===== src/rtl/usb2_token_rx_pkg.sv =====
// Shared USB 2.0 definitions for the receive-side token decoder: PIDs,
// rejection codes, CRC5 constants and the CRC5 field calculation.
package usb2_token_rx_pkg;

    localparam logic [3:0] PID_OUT   = 4'b0001;
    localparam logic [3:0] PID_IN    = 4'b1001;
    localparam logic [3:0] PID_SOF   = 4'b0101;
    localparam logic [3:0] PID_SETUP = 4'b1101;
    localparam logic [3:0] PID_PING  = 4'b0100;
    localparam logic [3:0] PID_DATA0 = 4'b0011;
    localparam logic [3:0] PID_DATA1 = 4'b1011;
    localparam logic [3:0] PID_ACK   = 4'b0010;
    localparam logic [3:0] PID_NAK   = 4'b1010;
    localparam logic [3:0] PID_STALL = 4'b1110;

    localparam logic [1:0] ERR_NONE = 2'd0;
    localparam logic [1:0] ERR_PID  = 2'd1;
    localparam logic [1:0] ERR_CRC  = 2'd2;
    localparam logic [1:0] ERR_LEN  = 2'd3;

    localparam logic [4:0] CRC5_POLY = 5'b00101;
    localparam logic [4:0] CRC5_INIT = 5'b11111;

    typedef enum logic [2:0] {
        ST_SYNC = 3'd0,
        ST_IDLE = 3'd1,
        ST_PID  = 3'd2,
        ST_B1   = 3'd3,
        ST_B2   = 3'd4,
        ST_TAIL = 3'd5,
        ST_SKIP = 3'd6,
        ST_BAD  = 3'd7
    } rx_state_e;

    function automatic logic is_token(input logic [3:0] pid);
        logic tok;
        case (pid)
            PID_OUT, PID_IN, PID_SOF, PID_SETUP, PID_PING: tok = 1'b1;
            default:                                       tok = 1'b0;
        endcase
        return tok;
    endfunction

    // Returns the CRC5 laid out as it sits in F[15:11]: bit 0 holds the x^4 term.
    function automatic logic [4:0] crc5_field(input logic [10:0] d);
        logic [4:0] c;
        logic       fb;
        c = CRC5_INIT;
        for (int i = 0; i < 11; i++) begin
            fb = c[4] ^ d[i];
            c  = {c[3:0], 1'b0} ^ ({5{fb}} & CRC5_POLY);
        end
        c = ~c;
        return {c[0], c[1], c[2], c[3], c[4]};
    endfunction

endpackage


===== src/rtl/usb2_crc5_chk.sv =====
// Combinational CRC5 check of a token's 16-bit field (11 data bits + 5 CRC bits).
module usb2_crc5_chk
    import usb2_token_rx_pkg::*;
(
    input  logic [15:0] f,
    output logic        crc_ok
);

    assign crc_ok = (f[15:11] == crc5_field(f[10:0]));

endmodule


===== src/rtl/usb2_token_rx.sv =====
// USB 2.0 token packet decoder: checks PID, length and CRC5 of each received
// packet and emits a one-cycle decoded-token or rejection strobe at packet end.
module usb2_token_rx
    import usb2_token_rx_pkg::*;
(
    input  logic        clk,
    input  logic        reset,
    input  logic        in_active,
    input  logic        in_valid,
    input  logic [7:0]  in_data,
    input  logic        in_err,
    input  logic [6:0]  dev_addr,
    output logic        tok_valid,
    output logic [3:0]  tok_pid,
    output logic [6:0]  tok_addr,
    output logic [3:0]  tok_endp,
    output logic [10:0] tok_frame,
    output logic        tok_match,
    output logic        tok_err,
    output logic [1:0]  err_code
);

    rx_state_e   state_r, state_n;
    logic [3:0]  pid_r, pid_n;
    logic [7:0]  b1_r, b1_n;
    logic [7:0]  b2_r, b2_n;
    logic [1:0]  errc_r, errc_n;
    logic        fire_ok_s, fire_err_s;
    logic [1:0]  fire_code_s;
    logic        pid_ok_s;
    logic        crc_ok_s;
    logic [15:0] field_s;

    assign field_s  = {b2_r, b1_r};
    assign pid_ok_s = (in_data[7:4] == ~in_data[3:0]);

    usb2_crc5_chk u_crc5 (
        .f      (field_s),
        .crc_ok (crc_ok_s)
    );

    // Packet FSM state and captured bytes.
    always_ff @(posedge clk or posedge reset) begin
        if (reset) begin
            state_r <= ST_SYNC;
            pid_r   <= 4'd0;
            b1_r    <= 8'd0;
            b2_r    <= 8'd0;
            errc_r  <= ERR_NONE;
        end else begin
            state_r <= state_n;
            pid_r   <= pid_n;
            b1_r    <= b1_n;
            b2_r    <= b2_n;
            errc_r  <= errc_n;
        end
    end

    // Next-state, byte capture and end-of-packet verdict.
    always_comb begin
        state_n     = state_r;
        pid_n       = pid_r;
        b1_n        = b1_r;
        b2_n        = b2_r;
        errc_n      = errc_r;
        fire_ok_s   = 1'b0;
        fire_err_s  = 1'b0;
        fire_code_s = ERR_NONE;
        if (state_r == ST_SYNC) begin
            if (!in_active) state_n = ST_IDLE;
            else            state_n = ST_SYNC;
        end else if (state_r == ST_IDLE && !in_active) begin
            state_n = ST_IDLE;
        end else if (!in_active) begin
            // End of packet: in_valid in this cycle is deliberately ignored.
            state_n = ST_IDLE;
            case (state_r)
                ST_TAIL: begin
                    if (crc_ok_s) begin
                        fire_ok_s = 1'b1;
                    end else begin
                        fire_err_s  = 1'b1;
                        fire_code_s = ERR_CRC;
                    end
                end
                ST_PID, ST_B1, ST_B2: begin
                    fire_err_s  = 1'b1;
                    fire_code_s = ERR_LEN;
                end
                ST_BAD: begin
                    fire_err_s  = 1'b1;
                    fire_code_s = errc_r;
                end
                default: begin
                    fire_ok_s = 1'b0;
                end
            endcase
        end else begin
            case (state_r)
                // IDLE with in_active high also accepts a PID byte arriving in the same cycle.
                ST_IDLE, ST_PID: begin
                    if (in_err) begin
                        state_n = ST_BAD;
                        errc_n  = ERR_LEN;
                    end else if (in_valid) begin
                        pid_n = in_data[3:0];
                        if (!pid_ok_s) begin
                            state_n = ST_BAD;
                            errc_n  = ERR_PID;
                        end else if (is_token(in_data[3:0])) begin
                            state_n = ST_B1;
                        end else begin
                            state_n = ST_SKIP;
                        end
                    end else begin
                        state_n = ST_PID;
                    end
                end
                ST_B1: begin
                    if (in_err) begin
                        state_n = ST_BAD;
                        errc_n  = ERR_LEN;
                    end else if (in_valid) begin
                        b1_n    = in_data;
                        state_n = ST_B2;
                    end else begin
                        state_n = ST_B1;
                    end
                end
                ST_B2: begin
                    if (in_err) begin
                        state_n = ST_BAD;
                        errc_n  = ERR_LEN;
                    end else if (in_valid) begin
                        b2_n    = in_data;
                        state_n = ST_TAIL;
                    end else begin
                        state_n = ST_B2;
                    end
                end
                ST_TAIL: begin
                    if (in_err || in_valid) begin
                        state_n = ST_BAD;
                        errc_n  = ERR_LEN;
                    end else begin
                        state_n = ST_TAIL;
                    end
                end
                ST_SKIP: state_n = ST_SKIP;
                ST_BAD:  state_n = ST_BAD;
                default: state_n = ST_SYNC;
            endcase
        end
    end

    // Registered strobes; decoded fields and error code hold until the next strobe.
    always_ff @(posedge clk or posedge reset) begin
        if (reset) begin
            tok_valid <= 1'b0;
            tok_err   <= 1'b0;
            err_code  <= ERR_NONE;
            tok_pid   <= 4'd0;
            tok_addr  <= 7'd0;
            tok_endp  <= 4'd0;
            tok_frame <= 11'd0;
            tok_match <= 1'b0;
        end else begin
            tok_valid <= fire_ok_s;
            tok_err   <= fire_err_s;
            if (fire_err_s) err_code <= fire_code_s;
            if (fire_ok_s) begin
                tok_pid <= pid_r;
                if (pid_r == PID_SOF) begin
                    tok_addr  <= 7'd0;
                    tok_endp  <= 4'd0;
                    tok_frame <= field_s[10:0];
                    tok_match <= 1'b0;
                end else begin
                    tok_addr  <= field_s[6:0];
                    tok_endp  <= field_s[10:7];
                    tok_frame <= 11'd0;
                    tok_match <= (field_s[6:0] == dev_addr);
                end
            end
        end
    end

endmodule


===== config.mk =====
export PLATFORM = sky130hd
export DESIGN_NAME = usb2_token_rx
export DESIGN_NICKNAME = d
export VERILOG_FILES = /design/src/rtl/usb2_token_rx_pkg.sv /design/src/rtl/usb2_crc5_chk.sv /design/src/rtl/usb2_token_rx.sv
export SDC_FILE = /design/constraint.sdc
export NUM_CORES = 1
export LEC_CHECK = 0
export CAP_MARGIN = 20
export CORE_AREA = 4 4 79 81
export CTS_CLUSTER_SIZE = 14
export DETAILED_ROUTE_END_ITERATION = 10
export DIE_AREA = 0 0 83 85
export GPL_ROUTABILITY_DRIVEN = 0
export PLACE_DENSITY = 0.79
export SLEW_MARGIN = 5
export SYNTH_ARGS = -nofsm -noshare
export SYNTH_HDL_FRONTEND = slang
export SYNTH_SLANG_ARGS = --single-unit

===== constraint.sdc =====
create_clock -name clk -period 2.9 [get_ports clk]
set_input_delay 0.435 -clock clk [delete_from_list [all_inputs] [get_ports clk]]
set_output_delay 0.435 -clock clk [all_outputs]
set_load 0.01 [all_outputs]

==> results_dict.tcl, run 1 <==
set metrics [dict create \
    min_period_ps 2500 \
    r2r-start "b1_r[2]" \
    slew_headroom 0.450 \
    io_pins 51 \
    diodes 0 \
    holdBufCountCts 0 \
    drive_gt1_frac 0.203 \
    drt-met1-wl_mm 2.68 \
    p_per_area_nw_per_um2 852 \
    rr_worst_depth 7 \
    hold_end "errc_r[0]" \
    status "complete, no violations" \
    holdCritPathClass "reg -> reg" \
    postCtsSetupBuffers 0 \
    dp_slack_ps 283 \
    synth_top_cell_by_area "dfrtp_1" \
    criticalPathCategory "reg -> reg" \
    synth_cell_types 42 \
    start_util 0.530 \
    vias_per_cell 5.32 \
    power.leakage_nw 1.57 \
    r2r_setup_slack_ps 400 \
    grt_first_pass_wirelength_mm 10.4 \
    nFillCells 448 \
    yosys_warnings 0 \
    dp_hpwl_mm 4.53 \
    layout_common_cells "56 x dfrtp_1, 50 x clkdlybuf4s50_1, 26 x mux2_2" \
    wl_mm 5.93 \
    grt_usage 0.182 \
    yosysTopAreaCellShare 0.483 \
    die-area_um2 7060 \
    dr.first_iter.drc_count 93 \
    grt-ovfl-total 0 \
    clk_latency_ps 310 \
    drv_slew 0 \
    cts_root_buf "clkbuf_8" \
    synth_edf_count 0 \
    ys_top_cells_by_area "dfrtp_1 48%, mux2_2 10%, mux2_4 4.7%, xnor2_1 4.2%, mux2i_1 3.8%" \
    h-tree-depth 2 \
    cap_violations 0 \
    drt_pass1_iterations 4 \
    num_vias 2006 \
    skew_ps 8.96 \
    startpoint_type "register" \
    ys_ff_latch 56 \
    routed-wl-met2_mm 2.85 \
    drc 0 \
    core_um2 5470 \
    rsz0062_at_grt "no" \
    antenna_found_initial 0 \
    ys_seq_area_frac 0.483 \
    die_h_um 85 \
    min_from "errc_r[0]" \
    top_layer_used "met4" \
    synth_ff_type "dfrtp_1" \
    cp.arrival_ps 2690 \
    cts.sink_count 56 \
    cts_resized 0 \
    final_nets 324 \
    ys_async_sr_fraction 1.00 \
    postLayoutSetupSlackWorst_ps 401 \
    final_common_cell "dfrtp_1" \
    row_count 27 \
    tightest_slew_ps 805 \
    fin_crit_sh 0.862 \
    cts_tree "built" \
    clockBufferDepth 2 \
    drtAntennaViolNets 0 \
    hold_viol 0 \
    syn_area_um2 2900 \
    wl_met3_um 319 \
    cp.required_ps 3090 \
    hold_path_depth 1 \
    synthesis.nets 271 \
    dieWidth_um 83 \
    grt_pass1_vias 2018 \
    endpoint_kind "register" \
    synth_cells 251 \
    area_growth_pct 24.2 \
    fin_tns_setup_ps 0 \
    cts_inserted_buffers 5 \
    setup_viol 0 \
    avgSynthCellArea_um2 11.6 \
    path_clk_slew_ps 90 \
    grt_max_degree 31 \
    max_freq_ghz 0.400 \
    cp_max_fo 27 \
    ir_drop_mv 0.424 \
    reg2reg_to "tok_addr[4]" \
    wl_per_cell_um 15.7 \
    port_buffers 50 \
]
==> routing by layer <==
layer | global-route usage | vias up
li1 | - | 963
met1 | 0.245 | 956
met2 | 0.308 | 79
met3 | 0.0350 | 8
met4 | 0.0401 | 0
met5 | 0 | -
==> critical path, stage by stage, from the launching register on <==
cell and delay [ps]:
dfrtp_1 510, xnor3_1 410, xor3_1 260, and2_1 200, a221oi_2 100, nor4_4 270, buf_12 250, mux2_2 360
==> Yosys cell counts (6+ instances only) <==
cell / count
mux2_4: 9
clkbuf_1: 6
nor2_1: 12
o21ai_0: 8
dfrtp_1: 56
xnor2_1: 14
mux2_2: 26
nand2_1: 22
nor2b_1: 12
mux2i_1: 11
inv_1: 17
==> power by group <==
group / internal (mW) / switching [mW] / total, mW
clock network: 0.191 / 0.238 / 0.429
logic: 0.815 / 0.613 / 1.43
registers: 1.02 / 0.193 / 1.21
total: 2.03 / 1.04 / 3.07
==> state kept, by name, summed over array words and instances (netlist names), 2 cells and up <==
name,flops
tok_pid,4
tok_endp,4
tok_addr,7
tok_frame,11
b1_r,8
state_r,3
pid_r,4
err_code,2
b2_r,8
errc_r,2
==> area by class of cell <==
type	count	area [um^2]	share of cell area
clock inverters	2	10.0	0.00278
flip-flops and latches	56	1400	0.389
repair buffers	60	588	0.163
well taps	72	90.1	0.0250
clock buffers	6	82.6	0.0229
inverters	17	63.8	0.0177
multi-input cells	164	1370	0.380
==> how the worst max path moves through the flow <==
stage | cells past startpoint | start | slack [ps] | end
2_1_floorplan | 8 | b1_r[2] | 450 | tok_addr[0]
3_3_place_gp | 5 | in_active | 330 | tok_endp[3]
3_5_place_dp | 5 | in_active | 280 | tok_addr[4]
4_1_cts | 7 | b1_r[2] | 370 | tok_addr[4]
5_1_grt | 7 | b1_r[1] | 230 | tok_addr[3]
6_report | 7 | b1_r[2] | 400 | tok_addr[4]
==> cells by family (layout without fill, tap and decap cells) <==
kind of cell	after synthesis	after routing	synth area share
buffers and inverters	31	85	0.0474
adders and majority gates	1	1	0.00345
DFF	56	56	0.483
AOI/OAI and AO/OA	24	24	0.0595
xor gates and xnor gates	23	23	0.0953
muxes	46	46	0.185
and+or+nand+nor	70	70	0.126
==> per-stage QoR <==
stage | instances | total power, mW | utilization | hold WS (ps) | instance area, um^2
2_1_floorplan | 251 | 2.13 | - | 440 | 2900
3_3_place_gp | 369 | 2.64 | 0.642 | 453 | 3510
3_5_place_dp | 369 | 2.67 | 0.642 | 458 | 3510
4_1_cts | 377 | 3.10 | 0.658 | 481 | 3600
5_1_grt | 377 | 3.28 | 0.658 | 517 | 3600
6_report | 377 | 3.07 | 0.658 | 480 | 3600
No activity file was read; power rests on OpenSTA's default activity.
==> inputs of run 2 (changes only) <==
Settings changed: SLEW_MARGIN 5 to not set.
==> results of run 2 <==
No change in the layout: final DEF, timing and power equal those of run 1.
